==> src/rtl/reg_wb_if.sv <==
// reg_wb_if: handshake and bus bundle for reg_wb_queue.
//   Execute side : in_valid/in_ready/in_addr/in_data
//   reg_file side: wb_hold, write/rd_addr/rd_in
//   Status       : count
//   Lookup       : rs_addr/rt_addr in, rs_/rt_fwd_vld/data out
// Modports:
//   slave  - the queue itself
//   master - whoever drives execute requests and lookups (execute stage / bench)
interface reg_wb_if #(
  parameter int REG_WIDTH = 8,
  parameter int DEPTH     = 4,
  parameter int RD_AW     = 2,
  parameter int RS_AW     = 4,
  parameter int RT_AW     = 3
);
  localparam int CNT_W = $clog2(DEPTH) + 1;

  logic                 in_valid;
  logic                 in_ready;
  logic [RD_AW-1:0]     in_addr;
  logic [REG_WIDTH-1:0] in_data;
  logic                 wb_hold;
  logic                 write;
  logic [RD_AW-1:0]     rd_addr;
  logic [REG_WIDTH-1:0] rd_in;
  logic [CNT_W-1:0]     count;
  logic [RS_AW-1:0]     rs_addr;
  logic [RT_AW-1:0]     rt_addr;
  logic                 rs_fwd_vld;
  logic [REG_WIDTH-1:0] rs_fwd_data;
  logic                 rt_fwd_vld;
  logic [REG_WIDTH-1:0] rt_fwd_data;

  modport slave (
    input  in_valid, in_addr, in_data, wb_hold, rs_addr, rt_addr,
    output in_ready, write, rd_addr, rd_in, count,
           rs_fwd_vld, rs_fwd_data, rt_fwd_vld, rt_fwd_data
  );

  modport master (
    output in_valid, in_addr, in_data, wb_hold, rs_addr, rt_addr,
    input  in_ready, write, rd_addr, rd_in, count,
           rs_fwd_vld, rs_fwd_data, rt_fwd_vld, rt_fwd_data
  );
endinterface

==> src/rtl/reg_wb_queue.sv <==
// reg_wb_queue: writeback request buffer in front of reg_file's write port.
// Accepts requests from execute, drains them in order one per cycle onto
// write/rd_addr/rd_in, stalling while wb_hold is high.
// Ports:
//   clk    - rising-edge clock
//   reset  - asynchronous, active-high; discards all queued entries
//   bus    - reg_wb_if.slave (request handshake, reg_file write port,
//            occupancy count, rs/rt forwarding lookups)
// Build option:
//   REG_BYPASS_EN - when defined, rs/rt lookups are matched against all
//                   queued entries and the newest matching data is forwarded.
//                   When undefined, forwarding outputs are tied to zero.
module reg_wb_queue #(
  parameter int REG_WIDTH = 8,
  parameter int DEPTH     = 4,
  parameter int RD_AW     = 2,
  parameter int RS_AW     = 4,
  parameter int RT_AW     = 3
) (
  input logic     clk,
  input logic     reset,
  reg_wb_if.slave bus
);
  localparam int PTR_W = $clog2(DEPTH);
  localparam int CNT_W = PTR_W + 1;

  logic [RD_AW-1:0]     r_mem_addr [DEPTH];
  logic [REG_WIDTH-1:0] r_mem_data [DEPTH];
  logic [PTR_W-1:0]     r_wr_ptr;
  logic [PTR_W-1:0]     r_rd_ptr;
  logic [CNT_W-1:0]     r_count;

  logic w_empty;
  logic w_full;
  logic w_push;
  logic w_pop;

  assign w_empty = (r_count == '0);
  assign w_full  = (r_count == CNT_W'(DEPTH));
  // Push never looks at pop, so a full queue stalls execute even when draining.
  assign w_push  = bus.in_valid & ~w_full;
  assign w_pop   = ~w_empty & ~bus.wb_hold;

  assign bus.in_ready = ~w_full;
  assign bus.write    = w_pop;
  assign bus.rd_addr  = w_empty ? '0 : r_mem_addr[r_rd_ptr];
  assign bus.rd_in    = w_empty ? '0 : r_mem_data[r_rd_ptr];
  assign bus.count    = r_count;

  always_ff @(posedge clk or posedge reset) begin
    if (reset) begin
      r_wr_ptr <= '0;
      r_rd_ptr <= '0;
      r_count  <= '0;
    end else begin
      if (w_push) r_wr_ptr <= r_wr_ptr + 1'b1;
      if (w_pop)  r_rd_ptr <= r_rd_ptr + 1'b1;
      case ({w_push, w_pop})
        2'b10:   r_count <= r_count + 1'b1;
        2'b01:   r_count <= r_count - 1'b1;
        default: r_count <= r_count;
      endcase
    end
  end

  // Storage contents are don't-care after reset; validity comes from r_count.
  always_ff @(posedge clk) begin
    if (w_push) begin
      r_mem_addr[r_wr_ptr] <= bus.in_addr;
      r_mem_data[r_wr_ptr] <= bus.in_data;
    end
  end

`ifdef REG_BYPASS_EN
  logic                 w_rs_vld;
  logic [REG_WIDTH-1:0] w_rs_data;
  logic                 w_rt_vld;
  logic [REG_WIDTH-1:0] w_rt_data;
  logic [PTR_W-1:0]     w_idx;
  logic                 w_rs_inrange;
  logic                 w_rt_inrange;

  // Lookup addresses wider than the write address only hit when their
  // upper bits are zero (registers beyond the write port's reach).
  assign w_rs_inrange = ((bus.rs_addr >> RD_AW) == '0);
  assign w_rt_inrange = ((bus.rt_addr >> RD_AW) == '0);

  // Walk entries oldest to newest so a later match overrides an earlier one.
  always_comb begin
    w_rs_vld  = 1'b0;
    w_rs_data = '0;
    w_rt_vld  = 1'b0;
    w_rt_data = '0;
    w_idx     = '0;
    for (int i = 0; i < DEPTH; i++) begin
      w_idx = r_rd_ptr + PTR_W'(i);
      if (CNT_W'(i) < r_count) begin
        if (w_rs_inrange && (bus.rs_addr[RD_AW-1:0] == r_mem_addr[w_idx])) begin
          w_rs_vld  = 1'b1;
          w_rs_data = r_mem_data[w_idx];
        end
        if (w_rt_inrange && (bus.rt_addr[RD_AW-1:0] == r_mem_addr[w_idx])) begin
          w_rt_vld  = 1'b1;
          w_rt_data = r_mem_data[w_idx];
        end
      end
    end
  end

  assign bus.rs_fwd_vld  = w_rs_vld;
  assign bus.rs_fwd_data = w_rs_data;
  assign bus.rt_fwd_vld  = w_rt_vld;
  assign bus.rt_fwd_data = w_rt_data;
`else
  assign bus.rs_fwd_vld  = 1'b0;
  assign bus.rs_fwd_data = '0;
  assign bus.rt_fwd_vld  = 1'b0;
  assign bus.rt_fwd_data = '0;
`endif

endmodule

==> src/flat_wrapper.sv <==
// flat-port wrapper written by rule: the top's interface ports become plain ports
module reg_wb_queue_flat 
#(
  parameter int REG_WIDTH = 8,
  parameter int DEPTH     = 4,
  parameter int RD_AW     = 2,
  parameter int RS_AW     = 4,
  parameter int RT_AW     = 3
)
  (clk, reset, bus_in_valid, bus_in_addr, bus_in_data, bus_wb_hold, bus_rs_addr, bus_rt_addr, bus_in_ready, bus_write, bus_rd_addr, bus_rd_in, bus_count, bus_rs_fwd_vld, bus_rs_fwd_data, bus_rt_fwd_vld, bus_rt_fwd_data);
  reg_wb_if #(.REG_WIDTH(REG_WIDTH), .DEPTH(DEPTH), .RD_AW(RD_AW), .RS_AW(RS_AW), .RT_AW(RT_AW)) bus_i ();
  input logic clk;
  input logic reset;
  input wire logic [$bits(bus_i.in_valid)-1:0] bus_in_valid;
  input wire logic [$bits(bus_i.in_addr)-1:0] bus_in_addr;
  input wire logic [$bits(bus_i.in_data)-1:0] bus_in_data;
  input wire logic [$bits(bus_i.wb_hold)-1:0] bus_wb_hold;
  input wire logic [$bits(bus_i.rs_addr)-1:0] bus_rs_addr;
  input wire logic [$bits(bus_i.rt_addr)-1:0] bus_rt_addr;
  output wire logic [$bits(bus_i.in_ready)-1:0] bus_in_ready;
  output wire logic [$bits(bus_i.write)-1:0] bus_write;
  output wire logic [$bits(bus_i.rd_addr)-1:0] bus_rd_addr;
  output wire logic [$bits(bus_i.rd_in)-1:0] bus_rd_in;
  output wire logic [$bits(bus_i.count)-1:0] bus_count;
  output wire logic [$bits(bus_i.rs_fwd_vld)-1:0] bus_rs_fwd_vld;
  output wire logic [$bits(bus_i.rs_fwd_data)-1:0] bus_rs_fwd_data;
  output wire logic [$bits(bus_i.rt_fwd_vld)-1:0] bus_rt_fwd_vld;
  output wire logic [$bits(bus_i.rt_fwd_data)-1:0] bus_rt_fwd_data;
  assign bus_i.in_valid = bus_in_valid;
  assign bus_i.in_addr = bus_in_addr;
  assign bus_i.in_data = bus_in_data;
  assign bus_i.wb_hold = bus_wb_hold;
  assign bus_i.rs_addr = bus_rs_addr;
  assign bus_i.rt_addr = bus_rt_addr;
  assign bus_in_ready = bus_i.in_ready;
  assign bus_write = bus_i.write;
  assign bus_rd_addr = bus_i.rd_addr;
  assign bus_rd_in = bus_i.rd_in;
  assign bus_count = bus_i.count;
  assign bus_rs_fwd_vld = bus_i.rs_fwd_vld;
  assign bus_rs_fwd_data = bus_i.rs_fwd_data;
  assign bus_rt_fwd_vld = bus_i.rt_fwd_vld;
  assign bus_rt_fwd_data = bus_i.rt_fwd_data;
  reg_wb_queue #(.REG_WIDTH(REG_WIDTH), .DEPTH(DEPTH), .RD_AW(RD_AW), .RS_AW(RS_AW), .RT_AW(RT_AW)) u_core (.clk(clk), .reset(reset), .bus(bus_i));
endmodule
==> config.mk <==
export PLATFORM = sky130hd
export DESIGN_NAME = reg_wb_queue_flat
export DESIGN_NICKNAME = d
export VERILOG_FILES = /design/src/rtl/reg_wb_if.sv /design/src/rtl/reg_wb_queue.sv /design/src/flat_wrapper.sv
export SDC_FILE = /design/constraint.sdc
export NUM_CORES = 1
export LEC_CHECK = 0
export ABC_AREA = 1
export CAP_MARGIN = 20
export CORE_AREA = 2 2 94 96
export CTS_CLUSTER_DIAMETER = 150
export DETAILED_ROUTE_END_ITERATION = 8
export DIE_AREA = 0 0 96 98
export SYNTH_ARGS = -nofsm -noshare
export SYNTH_HDL_FRONTEND = slang
export SYNTH_SLANG_ARGS = --single-unit
==> constraint.sdc <==
create_clock -name clk -period 2.52 [get_ports clk]
set_input_delay 0.63 -clock clk [delete_from_list [all_inputs] [get_ports clk]]
set_output_delay 0.63 -clock clk [all_outputs]
set_load 0.01 [all_outputs]
==> summary.md <==
| Metric | Value |
|---|---|
| TritonCTS clock tree | `yes` |
| Root Buffer | `clkbuf_8` |
| Vias in the first global route | `1374` |
| Synth Area in Adders | `0.0363` |
| First-pass detailed-route iteration total | `4` |
| Initial Utilization | `0.268` |
| Setup-failing EPs final | `0` |
| Largest net degree at the start of global routing | `22` |
| Global placer's final weighted congestion | `0.678` |
| Core footprint | `0.00847 mm2` |
| CTS hold repair buffers | `0` |
| Post-Synth Simple-Gate Area | `0.156` |
| CTS Buf Count | `5` |
| Area growth, synth to finish | `22.0%` |
| Row count | `34` |
| F_max | `413 MHz` |
| Req. time, crit path | `1890 ps` |
| Pins Over Slew Limit | `0` |
| Drt total wl | `4230 um` |
| Cell count after synthesis | `234` |
| #FFs+latches synth | `47` |
| Die area | `0.00941 mm2` |
| I/O Buffers | `28` |
| Sequential-to-total area share from yosys stat | `0.606` |
| DRC marker count from the first detailed-route iteration | `103` |
| Synth Area per Inst | `9.71 um2` |
| Clock skew | `6.91 ps` |
| # IOs | `54` |
| Hold crit path type | `reg -> reg` |
| Post-synthesis mux area share | `0` |
| Die H | `98 um` |
| Hold Violations, Final | `0` |
| Detail Route Antenna Nets | `0` |
| Synthesis Warnings | `0` |
| Crit-path max FO | `2` |
| Tcrit/Tclk final | `0.960` |
| GR peak layer | `met2` |
| WHS Path Cells | `1` |
| Power Dens Cells | `1070 mW/mm2` |
| Total global-route track usage | `0.0942` |
| DRC | `0` |
| Clk slew on worst S/H paths | `80 ps` |
| Global routing usage on met1 | `0.107` |
| Worst hold endpoint | `u_core.bus.count[0]$_DFFE_PP0P_` |
| HP Start | `u_core.bus.count[0]$_DFFE_PP0P_` |
| Post-DP HPWL | `2950 um` |
| Skew-Pair Late Insertion Delay | `300 ps` |
| Layout cells sized above 1 | `0.0657` |
| DR vias/cell | `3.95` |
| RSZ-0062 raised after global routing | `no` |
| Synth Area in XOR/XNOR | `0.00771` |
| GR Overflow Total | `0` |
| FF/Latch Area | `0.00138 mm2` |
| Internal power | `1.88 mW` |
| Peak VDD IR | `283 uV` |
| Critical path data arrival time | `1790 ps` |
| Leakage | `1.32 nW` |
| Initial antenna violation count | `0` |
| Combinational family with the most area after synthesis | `buffers and inverters` |
| Register-to-Register Setup Slack | `700 ps` |
| RR Startpoint | `u_core.bus.count[0]$_DFFE_PP0P_` |
| Die X | `96 um` |
| Logic pwr share | `0.445` |
| H-tree depth | `2` |
| Compound-Gate Fraction of Synth Area | `0.0264` |
| Reg2reg end | `u_core.bus.count[2]$_DFFE_PP0P_` |
| Post-CTS sizing | `7` |
| Clock share of power | `0.178` |
| Max Cap Viol | `0` |
| Multi-input logic area | `582 um2` |
| GR Util met3 | `0.0231` |
| Antenna fix cells | `0` |
| Nets | `300` |
| Synth unique cells | `17` |
| Worst setup SP type | `input pin` |
| Mapped Area | `0.00227 mm2` |
| Register share of total power | `0.377` |
| Via Count | `1510` |
| Filler instances | `849` |
| Met2 global-route usage | `0.168` |
| First-pass GRT wire length | `6710 um` |
| Crit end category | `output port` |
| Total Power | `2.96 mW` |
| CP Class | `in -> out` |
| Psw | `1.09 mW` |
| Min Tclk post-route | `2420 ps` |
| Setup_tns | `0 ps` |
| Clock Sinks | `47` |
| Post CTS Setup Buffer Count | `0` |
| Sw frac | `0.367` |
| Status | `finished, final reports clean` |
| Cells on worst reg2reg path | `10` |
| DR WL/cell | `11.1 um` |
| Clock Path Buffers | `2` |
synth_stat cells, drive strengths merged:
| cell | n | area (um2) |
|---|---|---|
| inv | 56 | 210 |
| nand2 | 54 | 203 |
| edfxtp | 40 | 1200 |
| nand3 | 26 | 130 |
| buf | 23 | 160 |
| a21oi | 10 | 50.1 |
| dfrtp | 7 | 175 |
| ha | 5 | 62.6 |
| nor2 | 4 | 15.0 |
| clkinv | 2 | 7.51 |
| o21ai | 2 | 10.0 |
| xnor2 | 2 | 17.5 |
| conb | 1 | 3.75 |
| fa | 1 | 20.0 |
| nand4 | 1 | 6.26 |
flip-flops by register name, indices dropped and copies added (netlist names):
| name | flops |
|---|---|
| u_core.r_mem_addr | 8 |
| u_core.r_wr_ptr | 2 |
| u_core.r_mem_data | 32 |
| u_core.bus.count | 3 |
| u_core.r_rd_ptr | 2 |
cell families after synthesis:
family / count (synthesis)
compound gates: 12
simple gates: 85
other cells: 1
buf+inv: 81
fa+ha+maj: 6
xor+xnor: 2
flops: 47
cell type report:
class	instances	share of cell area
sequential	47	0.496
multi-input combinational	123	0.210
timing repair buffer	38	0.128
inverter	58	0.0785
tap	108	0.0487
clock buffer	5	0.0248
clock inverter	3	0.0140
cells in the final DEF (no fill, tap or decap), drive strengths merged:
master | netlist | routed
nand3 | 26 | 26
clkbuf | 0 | 5
conb | 1 | 18
nand2 | 54 | 54
a21oi | 10 | 10
clkdlybuf4s50 | 0 | 18
edfxtp | 40 | 40
nand4 | 1 | 1
ha | 5 | 5
fa | 1 | 1
clkinv | 2 | 4
buf | 23 | 10
dfrtp | 7 | 7
dlygate4sd2 | 0 | 7
inv | 56 | 56
dlymetal6s2s | 0 | 3
nor2 | 4 | 4
xnor2 | 2 | 2
o21ai | 2 | 2
bufinv | 0 | 1
routing by layer:
layer / vias up / part of all wire
li1: 764 / -
met1: 705 / 0.43
met2: 36 / 0.51
met3: 5 / 0.037
met4: 0 / 0.015
met5: - / 0
power by group through the flow:
stage | combinational (mW) | clock (mW) | sequential, mW
4_1_cts | 1.36 | 0.537 | 1.12
5_1_grt | 1.49 | 0.567 | 1.14
2_1_floorplan | 0.789 | 0 | 1.14
3_3_place_gp | 1.40 | 0 | 1.13
3_5_place_dp | 1.42 | 0 | 1.13
6_report | 1.32 | 0.528 | 1.12
per-stage QoR:
step	area, um2	util	hold slack, ps	std cells	worst slack (ps)
2_1_floorplan	2340	-	433	251	633
3_3_place_gp	2670	0.315	494	374	91.9
3_5_place_dp	2670	0.315	507	374	104
4_1_cts	2770	0.327	521	382	2.58
5_1_grt	2770	0.328	534	382	55.1
6_report	2770	0.328	518	382	101
worst max-delay path by stage:
stage	start	endpoint	slack, ps	cells past startpoint
global route	bus_wb_hold	bus_write	60	5
floorplan	u_core.bus.count[0]$_DFFE_PP0P_	u_core.bus.count[2]$_DFFE_PP0P_	630	10
detailed placement	bus_wb_hold	bus_write	100	5
global placement	bus_wb_hold	bus_write	90	5
finish	bus_wb_hold	bus_write	100	5
CTS	u_core.bus.count[0]$_DFFE_PP0P_	bus_rd_in[2]	3	6
worst max-delay path, cell delays in order:
cell and delay (ps):
clkdlybuf4s50_1 400, inv_1 70, nand2_1 70, inv_1 90, clkdlybuf4s50_1 530
No activity file was read; power rests on OpenSTA's default activity.
